===== config.mk =====
export PLATFORM = sky130hd
export DESIGN_NAME = if_fetch_buffer_flat
export DESIGN_NICKNAME = d
export VERILOG_FILES = /design/src/rtl/if_fetch_buffer_if.sv /design/src/rtl/if_fetch_buffer.sv /design/src/flat_wrapper.sv
export SDC_FILE = /design/constraint.sdc
export NUM_CORES = 1
export LEC_CHECK = 0
export ABC_AREA = 1
export ABC_CLOCK_PERIOD_IN_PS = 4900
export CAP_MARGIN = 20
export CORE_MARGIN = 4
export CORE_UTILIZATION = 56
export CTS_CLUSTER_SIZE = 10
export DETAILED_ROUTE_END_ITERATION = 8
export MAX_ROUTING_LAYER = met4
export PLACE_DENSITY = 0.79
export SLEW_MARGIN = 20
export SYNTH_ARGS = -nofsm -noshare
export SYNTH_HDL_FRONTEND = slang
export SYNTH_SLANG_ARGS = --single-unit

===== constraint.sdc =====
create_clock -name clk_i -period 4.9 [get_ports clk_i]
set_input_delay 0.98 -clock clk_i [delete_from_list [all_inputs] [get_ports clk_i]]
set_output_delay 0.98 -clock clk_i [all_outputs]
set_load 0.02 [all_outputs]

===== src/rtl/if_fetch_buffer_if.sv =====
// Instruction memory bus between the fetch buffer (master) and memory (slave).
// Handshake: the master raises req together with addr and holds both stable
// until the cycle in which the slave drives ack=1. data is valid in that same
// cycle. At most one request is outstanding. ack is only meaningful while req
// is high.
interface if_fetch_buffer_if;
   logic        req;
   logic [31:0] addr;
   logic        ack;
   logic [31:0] data;

   modport master (output req, output addr, input ack, input data);
   modport slave  (input req, input addr, output ack, output data);
endinterface


===== src/rtl/if_fetch_buffer.sv =====
// Instruction prefetch buffer. It issues word fetches from a running fetch PC
// and queues {pc, instr} pairs for the IF/ID stage. A redirect flushes the
// queue and restarts fetching at a new target. A request that is in flight
// when a redirect arrives is allowed to finish, and its data is then dropped.
module if_fetch_buffer #(
   parameter int unsigned DEPTH    = 4,
   parameter logic [31:0] RESET_PC = 32'h0000_0000
) (
   input  logic                    clk_i,
   input  logic                    rst_i,
   input  logic                    start_i,
   input  logic                    stall_i,
   input  logic                    redirect_i,
   input  logic [31:0]             redirect_pc_i,
   if_fetch_buffer_if.master       imem,
   output logic                    valid_o,
   output logic [31:0]             pc_o,
   output logic [31:0]             instr_o,
   output logic [1:0]              o_dbg_state,
   output logic [$clog2(DEPTH):0]  o_dbg_count
);
   localparam int unsigned   PW       = $clog2(DEPTH);
   localparam int unsigned   CW       = PW + 1;
   localparam logic [CW-1:0] LP_DEPTH = CW'(DEPTH);

   typedef enum logic [1:0] {
      ST_IDLE    = 2'd0,
      ST_REQ     = 2'd1,
      ST_DISCARD = 2'd2
   } state_t;

   state_t        r_state;
   logic [31:0]   r_fpc;
   logic          r_req;
   logic [31:0]   r_addr;
   logic [CW-1:0] r_count;
   logic [PW-1:0] r_wptr;
   logic [PW-1:0] r_rptr;
   logic [31:0]   r_fifo_pc    [DEPTH];
   logic [31:0]   r_fifo_instr [DEPTH];

   logic          w_valid;
   logic          w_ack;
   logic          w_push;
   logic          w_pop;
   logic          w_can_issue;
   logic [CW-1:0] w_count_next;
   logic [31:0]   w_redirect_pc;
   logic [31:0]   w_fpc_next;

   assign w_valid       = (r_count != '0);
   assign w_ack         = r_req & imem.ack;
   // Data acked in DISCARD, or acked in the same cycle as a redirect, is stale.
   assign w_push        = (r_state == ST_REQ) & w_ack & ~redirect_i;
   assign w_pop         = w_valid & ~stall_i & ~redirect_i;
   assign w_count_next  = redirect_i ? '0 : (r_count + CW'(w_push) - CW'(w_pop));
   assign w_redirect_pc = redirect_pc_i & ~32'h0000_0003;
   assign w_fpc_next    = redirect_i ? w_redirect_pc :
                          (w_push ? (r_fpc + 32'd4) : r_fpc);
   // A new request is only issued when a slot will still be free after this
   // cycle's push/pop. That reserves room for the single outstanding fetch.
   assign w_can_issue   = start_i & (w_count_next < LP_DEPTH);

   // Fetch control FSM: it owns the fetch PC and the registered request outputs.
   always_ff @(posedge clk_i or negedge rst_i) begin
      if (!rst_i) begin
         r_state <= ST_IDLE;
         r_fpc   <= RESET_PC;
         r_req   <= 1'b0;
         r_addr  <= RESET_PC;
      end else begin
         r_fpc <= w_fpc_next;
         case (r_state)
            ST_IDLE: begin
               r_addr <= w_fpc_next;
               if (w_can_issue) begin
                  r_state <= ST_REQ;
                  r_req   <= 1'b1;
               end else begin
                  r_req   <= 1'b0;
               end
            end
            ST_REQ: begin
               if (w_ack) begin
                  r_addr <= w_fpc_next;
                  if (w_can_issue) begin
                     r_state <= ST_REQ;
                     r_req   <= 1'b1;
                  end else begin
                     r_state <= ST_IDLE;
                     r_req   <= 1'b0;
                  end
               end else if (redirect_i) begin
                  // The bus request cannot be withdrawn. Keep it and drop its data.
                  r_state <= ST_DISCARD;
               end
            end
            ST_DISCARD: begin
               if (w_ack) begin
                  r_addr <= w_fpc_next;
                  if (w_can_issue) begin
                     r_state <= ST_REQ;
                     r_req   <= 1'b1;
                  end else begin
                     r_state <= ST_IDLE;
                     r_req   <= 1'b0;
                  end
               end
            end
            default: begin
               r_state <= ST_IDLE;
               r_req   <= 1'b0;
               r_addr  <= w_fpc_next;
            end
         endcase
      end
   end

   // Occupancy and pointers. A redirect empties the queue outright.
   always_ff @(posedge clk_i or negedge rst_i) begin
      if (!rst_i) begin
         r_count <= '0;
         r_wptr  <= '0;
         r_rptr  <= '0;
      end else begin
         r_count <= w_count_next;
         if (redirect_i) begin
            r_wptr <= '0;
            r_rptr <= '0;
         end else begin
            if (w_push) r_wptr <= r_wptr + PW'(1);
            if (w_pop)  r_rptr <= r_rptr + PW'(1);
         end
      end
   end

   // Entry storage. Contents are don't-care while the slot is unoccupied.
   always_ff @(posedge clk_i) begin
      if (w_push) begin
         r_fifo_pc[r_wptr]    <= r_addr;
         r_fifo_instr[r_wptr] <= imem.data;
      end
   end

   // A push into a full queue means a request went out without a reserved slot.
   a_no_overflow: assert property (@(posedge clk_i) disable iff (!rst_i)
      !(w_push && (r_count == LP_DEPTH)));

   assign imem.req    = r_req;
   assign imem.addr   = r_addr;
   assign valid_o     = w_valid;
   assign pc_o        = w_valid ? r_fifo_pc[r_rptr]    : 32'd0;
   assign instr_o     = w_valid ? r_fifo_instr[r_rptr] : 32'd0;
   assign o_dbg_state = r_state;
   assign o_dbg_count = r_count;
endmodule


===== src/flat_wrapper.sv =====
// flat-port wrapper written by rule: the top's interface ports become plain ports
module if_fetch_buffer_flat 
#(
   parameter int unsigned DEPTH    = 4,
   parameter logic [31:0] RESET_PC = 32'h0000_0000
)
  (clk_i, rst_i, start_i, stall_i, redirect_i, redirect_pc_i, valid_o, pc_o, instr_o, o_dbg_state, o_dbg_count, imem_req, imem_addr, imem_ack, imem_data);
  if_fetch_buffer_if imem_i ();
  input  logic clk_i;
  input  logic rst_i;
  input  logic start_i;
  input  logic stall_i;
  input  logic redirect_i;
  input  logic [31:0] redirect_pc_i;
  output logic valid_o;
  output logic [31:0] pc_o;
  output logic [31:0] instr_o;
  output logic [1:0] o_dbg_state;
  output logic [$clog2(DEPTH):0] o_dbg_count;
  output wire logic [$bits(imem_i.req)-1:0] imem_req;
  output wire logic [$bits(imem_i.addr)-1:0] imem_addr;
  input wire logic [$bits(imem_i.ack)-1:0] imem_ack;
  input wire logic [$bits(imem_i.data)-1:0] imem_data;
  assign imem_req = imem_i.req;
  assign imem_addr = imem_i.addr;
  assign imem_i.ack = imem_ack;
  assign imem_i.data = imem_data;
  if_fetch_buffer #(.DEPTH(DEPTH), .RESET_PC(RESET_PC)) u_core (.clk_i(clk_i), .rst_i(rst_i), .start_i(start_i), .stall_i(stall_i), .redirect_i(redirect_i), .redirect_pc_i(redirect_pc_i), .imem(imem_i), .valid_o(valid_o), .pc_o(pc_o), .instr_o(instr_o), .o_dbg_state(o_dbg_state), .o_dbg_count(o_dbg_count));
endmodule

== Word level (Yosys, flattened, before mapping) ==
Memories as Yosys holds them, arrays and structs flattened.
Index checks and enable logic that the tools add are counted.
Word-level totals
  memory bits (writable): 256
  flip-flop bits (word level): 74
  memories: 2
  logic and storage cells: 57
  output and inout port bits: 103
Operators by class
  reductions and logical operators: 6
  magnitude comparators: 1
  equality and inequality tests: 6
  bitwise gates (word level): 8
  $add $sub $neg: 5
  muxes and demuxes: 22
Memory list
  u_core.r_fifo_instr: words 4, bits a word 32, rd ports 1, clocked after memory_dff 0, wr ports 1, line if_fetch_buffer.sv:40  | logic [31:0] r_fifo_instr [DEPTH];
  u_core.r_fifo_pc: words 4, bits a word 32, rd ports 1, clocked after memory_dff 0, wr ports 1, line if_fetch_buffer.sv:39  | logic [31:0] r_fifo_pc [DEPTH];
Operator list (number)
  $mux 32: 6
  $add 32x3->32 const B: 1
  $mux 2: 8
  $and 1x1->1: 6
  $ne 2x1->1 const B: 3
  $pmux 2 s3: 1
  $mux 1: 5
  $add 2x1->2 const B: 2
  $reduce_bool 2->1: 2
  $add 3x1->3: 1
  $lt 3x3->1 const B: 1
  $mux 3: 1
  $ne 3x2->1 const B: 1
  $reduce_and 3->1: 1
  $reduce_bool 3->1: 1
  $sub 3x1->3: 1
  $eq 2x1->1 const B: 1
  $eq 2x2->1 const B: 1
  $logic_not 2->1: 1
  $not 1->1: 2
  $pmux 1 s2: 1
  $reduce_or 2->1: 1

== Depth between registers and ports, before layout ==
  word-level depth: 11
  mapped depth: 20
  depth with buffers taken out: 20

== Least setup slack after synthesis ==
No wires, ideal clock.
  path kind: input to register
  start: input imem_ack
  end: memory u_core.r_fifo_instr[0][0] (enable)
  setup time: 0.486 ns
  data required time: 4.414 ns
  data arrival time: 4.024 ns
  stages: 4
  setup slack: 0.390 ns
  cell sequence: nand2_2 -> nor2_4 -> nand2_2 -> nor2_1
On the way
  longest elaborated chain between the ends: 5
RTL lines
  start: declaration: line flat_wrapper.sv:22  | input wire logic [$bits(imem_i.ack)-1:0] imem_ack;
  $and 1x1->1: line if_fetch_buffer.sv:52  | assign w_ack = r_req & imem.ack;
  $and 1x1->1 (2 in a row): line if_fetch_buffer.sv:54  | assign w_push = (r_state == ST_REQ) & w_ack & ~redirect_i;
  $mux 1: line if_fetch_buffer.sv:139  | if (w_push) begin
  $mux 1 (not written as such): line if_fetch_buffer.sv:141  | r_fifo_instr[r_wptr] <= imem.data;
  end: declaration: line if_fetch_buffer.sv:40
Every way passes these cells.

== Final worst setup path ==
  start: register u_core.r_rptr[0]
  end: output pc_o[18]
On the way
  longest elaborated chain between the ends: 2
RTL lines
  start: declaration: line if_fetch_buffer.sv:38  | logic [PW-1:0] r_rptr;
  start signal: assignment: line if_fetch_buffer.sv:132  | if (w_pop) r_rptr <= r_rptr + PW'(1);
  $mem_v2 4x32
  $mux 32: line if_fetch_buffer.sv:152  | assign pc_o = w_valid ? r_fifo_pc[r_rptr] : 32'd0;
  end: declaration: line flat_wrapper.sv:16  | output logic [31:0] pc_o;
Every way passes these cells.

==> flow_summary_export.csv <==
group,metric,value,unit
floorplanning,die_area,27360,sq um
worst_setup_path,startpoint,"u_core.r_rptr[0]",
finish,multi_input_area,3887,sq um
clocking,post_cts_buffers,0,
route,detail_route.first_pass.iterations,5,
power_and_ir_drop,peakVddDrop,0.0004959,V
finish,area_delta_synth_final,22.89,%
route,finalWirelength,32.71,mm
synth,synthMuxAreaShare,0,%
global_route,grt_pass1_wl,50.45,mm
worst_setup_path,reg2reg_from,"u_core.o_dbg_count[1]",
run_status,outcome,"finished clean",
route,wire_per_inst,18.12,microns
worst_setup_path,cpPeakStageDelay,0.76,ns
worst_setup_path,required,3.92,ns
route,antenna_left,0,
worst_setup_path,arrival,3.20,ns
synth,ys_warn_count,0,
floorplanning,initial_utilization,57.05,%
synth,ys_types,37,
sta,tns,0,ns
synth,synth.most_common_cell,"nor2_1",
worst_setup_path,end_kind,"output pin",
clocking,cts_hold_buf,0,
clocking,cts-root-buf,"clkbuf_16",
worst_setup_path,path_max_fanout,96,
floorplanning,row_count,57,
synth,netlist_instances,1291,
synth,synth_top_cells_by_count,"nor2_1, edfxtp_1, nand2_1",
synth,synth_compound_area_share,8.774,%
global_route,overflow,0,
power_and_ir_drop,leakagePower,0.006389,uW
sta,hold_viol,0,
synth,synth_edf_count,256,
floorplanning,die_x,165.4,microns
worst_setup_path,crit_path_top_delay_cell,"dfrtp_4",
clocking,ctsResizeCount,0,
flow_run,maxCapViolCount,0,
clocking,clk_pin_slew,0.05,ns
sta,period_minus_slack,4.178,ns
worst_setup_path,cp_cell_sequence,"clkinv_2 -> buf_12 -> o21ai_0 -> a21oi_1 -> clkdlybuf4s50_1",
finish,ff_latch_area,9544,sq um
synth,synthTopCellsByArea,"edfxtp_1, dfrtp_1, nor2_1",
worst_setup_path,cp-start-kind,"flop",
clocking,clkSinkCount,330,
route,remaining_drc_errors,0,
worst_setup_path,rr_worst_depth,19,
worst_hold_path,hold_depth,2,
synth,synth_ff_type,"edfxtp_1",
synth,avgSynthCellArea,10.75,sq um
synth,synth_xor_area_share,0.6313,%
sta,post-route-period-util,85.26,%
sta,fmax,0.2394,GHz
synth,synth_top_area_share,55.41,%
global_route,grt_max_degree,97,
worst_setup_path,cp_top_family,"buffers and inverters",
worst_setup_path,crit_cells,5,
clocking,htree_levels,2,
clocking,clkLatencyLatePin,0.52,ns
sta,maxSlewHeadroom,31.15,%
placed_design,place_congestion,0.9299,
worst_setup_path,crit_type,"flop to output pin",
synth,synth_top_family_by_area,"simple AND/OR/NAND/NOR gates",
worst_setup_path,critPathBufInv,3,
floorplanning,die_h,165.4,microns
clocking,cts_tree,"done",
global_route,track_usage,24.38,%
finish,fillers,1693,
floorplanning,core,24320,sq um
finish,final_nets,1538,
synth,ys_ff_latch,330,
power_and_ir_drop,p_per_area,534.0,nW/um^2
sta,worst_slew_pin_slew,1.026,ns
worst_setup_path,r2r_end,"u_core.o_dbg_state[0]",
global_route,grt_pass1_vias,9732,
sta,finalMaxSlewViolations,0,
placed_design,io_buffers,170,
power_and_ir_drop,total_power,9105,uW
worst_setup_path,worstSetupEndpoint,"pc_o[18]",
synth,synth_seq_area_share,68.75,%
global_route,antenna_found_initial,2,
synth,async_flop_share,22.42,%
synth,synth_fp_nets,1374,
floorplanning,ioPinCount,173,
synth,synth_simple_gate_area_share,17.12,%
finish,post-route-util,70.11,%
sta,setup_viol_count_final,0,
worst_hold_path,hold_class,"flop to flop",
synth,syn_area,13870,sq um
route,vias,9921,
synth,synthAdderAreaFrac,1.226,%
route,dr.first_iter.drc_count,905,
worst_setup_path,reg2reg_slack,1.63,ns
synth,yosysTopAreaCell,"edfxtp_1",
route,vias_per_cell,5.496,
sta,clock_skew,0.01998,ns
sta,whs,0.4839,ns
finish,drive_above_1_share,6.964,%
placed_design,dp_hpwl,19.73,mm
clocking,cts_buffer_depth,3,
clocking,cts_buffers,39,
sta,rsz0062_at_grt,"false",
==> worst reg2reg max path, stage by stage, from the launching register on <==
cell	delay, ns
dfrtp_1	0.44
inv_1	0.08
nand2_1	0.11
nor2_4	0.57
nor2_1	0.12
inv_1	0.10
nor2_1	0.05
ha_1	0.30
inv_1	0.06
ha_1	0.13
inv_1	0.04
fa_1	0.38
nand3_1	0.10
nand3_1	0.14
nand2_1	0.15
nand2_1	0.07
nand2_1	0.11
nor2_1	0.05
o21ai_0	0.07
nand2_1	0.07
==> worst min-delay path by stage <==
stage	from	to	slack [ns]
final	u_core.r_fpc[1]	u_core.r_fpc[1]	0.48
after global routing	u_core.r_fpc[1]	u_core.r_fpc[1]	0.52
after CTS	u_core.r_fpc[1]	u_core.r_fpc[1]	0.48
after detailed placement	u_core.r_fpc[1]	u_core.r_fpc[1]	0.48
after global placement	u_core.r_fpc[0]	u_core.r_fpc[0]	0.47
after floorplan	u_core.r_fpc[0]	u_core.r_fpc[0]	0.46
==> sequential cells by signal, summed over array words and instances (netlist names) <==
register,flops
u_core.o_dbg_count,3
u_core.imem.req,1
u_core.o_dbg_state,2
u_core.r_fifo_instr,128
u_core.r_wptr,2
u_core.r_rptr,2
u_core.r_fifo_pc,128
u_core.r_fpc,32
u_core.imem.addr,32
==> cell type report <==
type	count	share of cell area, %
well taps	324	2.378
diodes	2	0.02935
inverters	59	1.306
multi-input cells	839	22.80
clock inverters	4	0.2055
clock buffers	61	6.267
flip-flops and latches	330	55.98
repair buffers	186	11.04
==> kinds of logic (layout without fill, tap and decap cells) <==
kind of cell | after synthesis | count (layout)
AND/OR/NAND/NOR | 585 | 585
buffers and inverters | 122 | 310
AO/OA/AOI/OAI | 231 | 231
flip-flops | 330 | 330
adder cells (fa/ha/maj) | 13 | 13
XOR/XNOR | 10 | 10
other | 0 | 2
==> metal layers <==
layer | up-vias | wire (microns) | GRT usage [%]
li1 | 4711 | - | -
met5 | - | 0 | -
met1 | 4796 | 13910 | 32.11
met2 | 357 | 15900 | 39.66
met4 | 0 | 639 | 6.749
met3 | 57 | 2261 | 4.393
==> stage by stage <==
step / std cells / worst slack [ns] / cell area (sq um)
6_report: 1805 / 0.7224 / 17050
5_1_grt: 1805 / 0.4971 / 17050
4_1_cts: 1803 / 0.7135 / 17050
3_5_place_dp: 1738 / 1.228 / 15940
3_3_place_gp: 1738 / 1.280 / 15940
2_1_floorplan: 1291 / 0.3897 / 13870
==> report_power, final <==
part	switching (uW)	leakage (uW)	internal, uW	total, uW
Sequential	337	0.00321	3380	3720
Combinational	1760	0.00265	1090	2850
Clock	1040	0.000531	1490	2530
==> cell usage in the layout, fill, tap and decap left out, types with 2 or more instances in the layout <==
cell type        instances
and2_1                   2
a31oi_1                  3
buf_4                   12
o31ai_1                  2
a21boi_1                 5
nor2_1                 293
or2_2                   12
nand4_1                  5
o21bai_1                 3
ha_1                    12
dfrtp_1                 72
clkdlybuf4s50_1        169
clkbuf_16               39
nand3_2                  2
nand2_2                  3
nor2_4                   7
o211ai_1                 2
buf_12                   5
nand3_1                 42
inv_2                    2
a21oi_1                 68
xor2_1                   6
inv_1                   55
diode_2                  2
nor2_2                   8
xnor2_1                  4
a21boi_0                 4
o21ai_2                  2
edfxtp_1               256
o21ai_0                136
nor3_1                   4
nand2_1                205
o21ai_1                  4
clkbuf_1                21
inv_6                    4
Note: power is estimated with default switching activity, not from simulation.
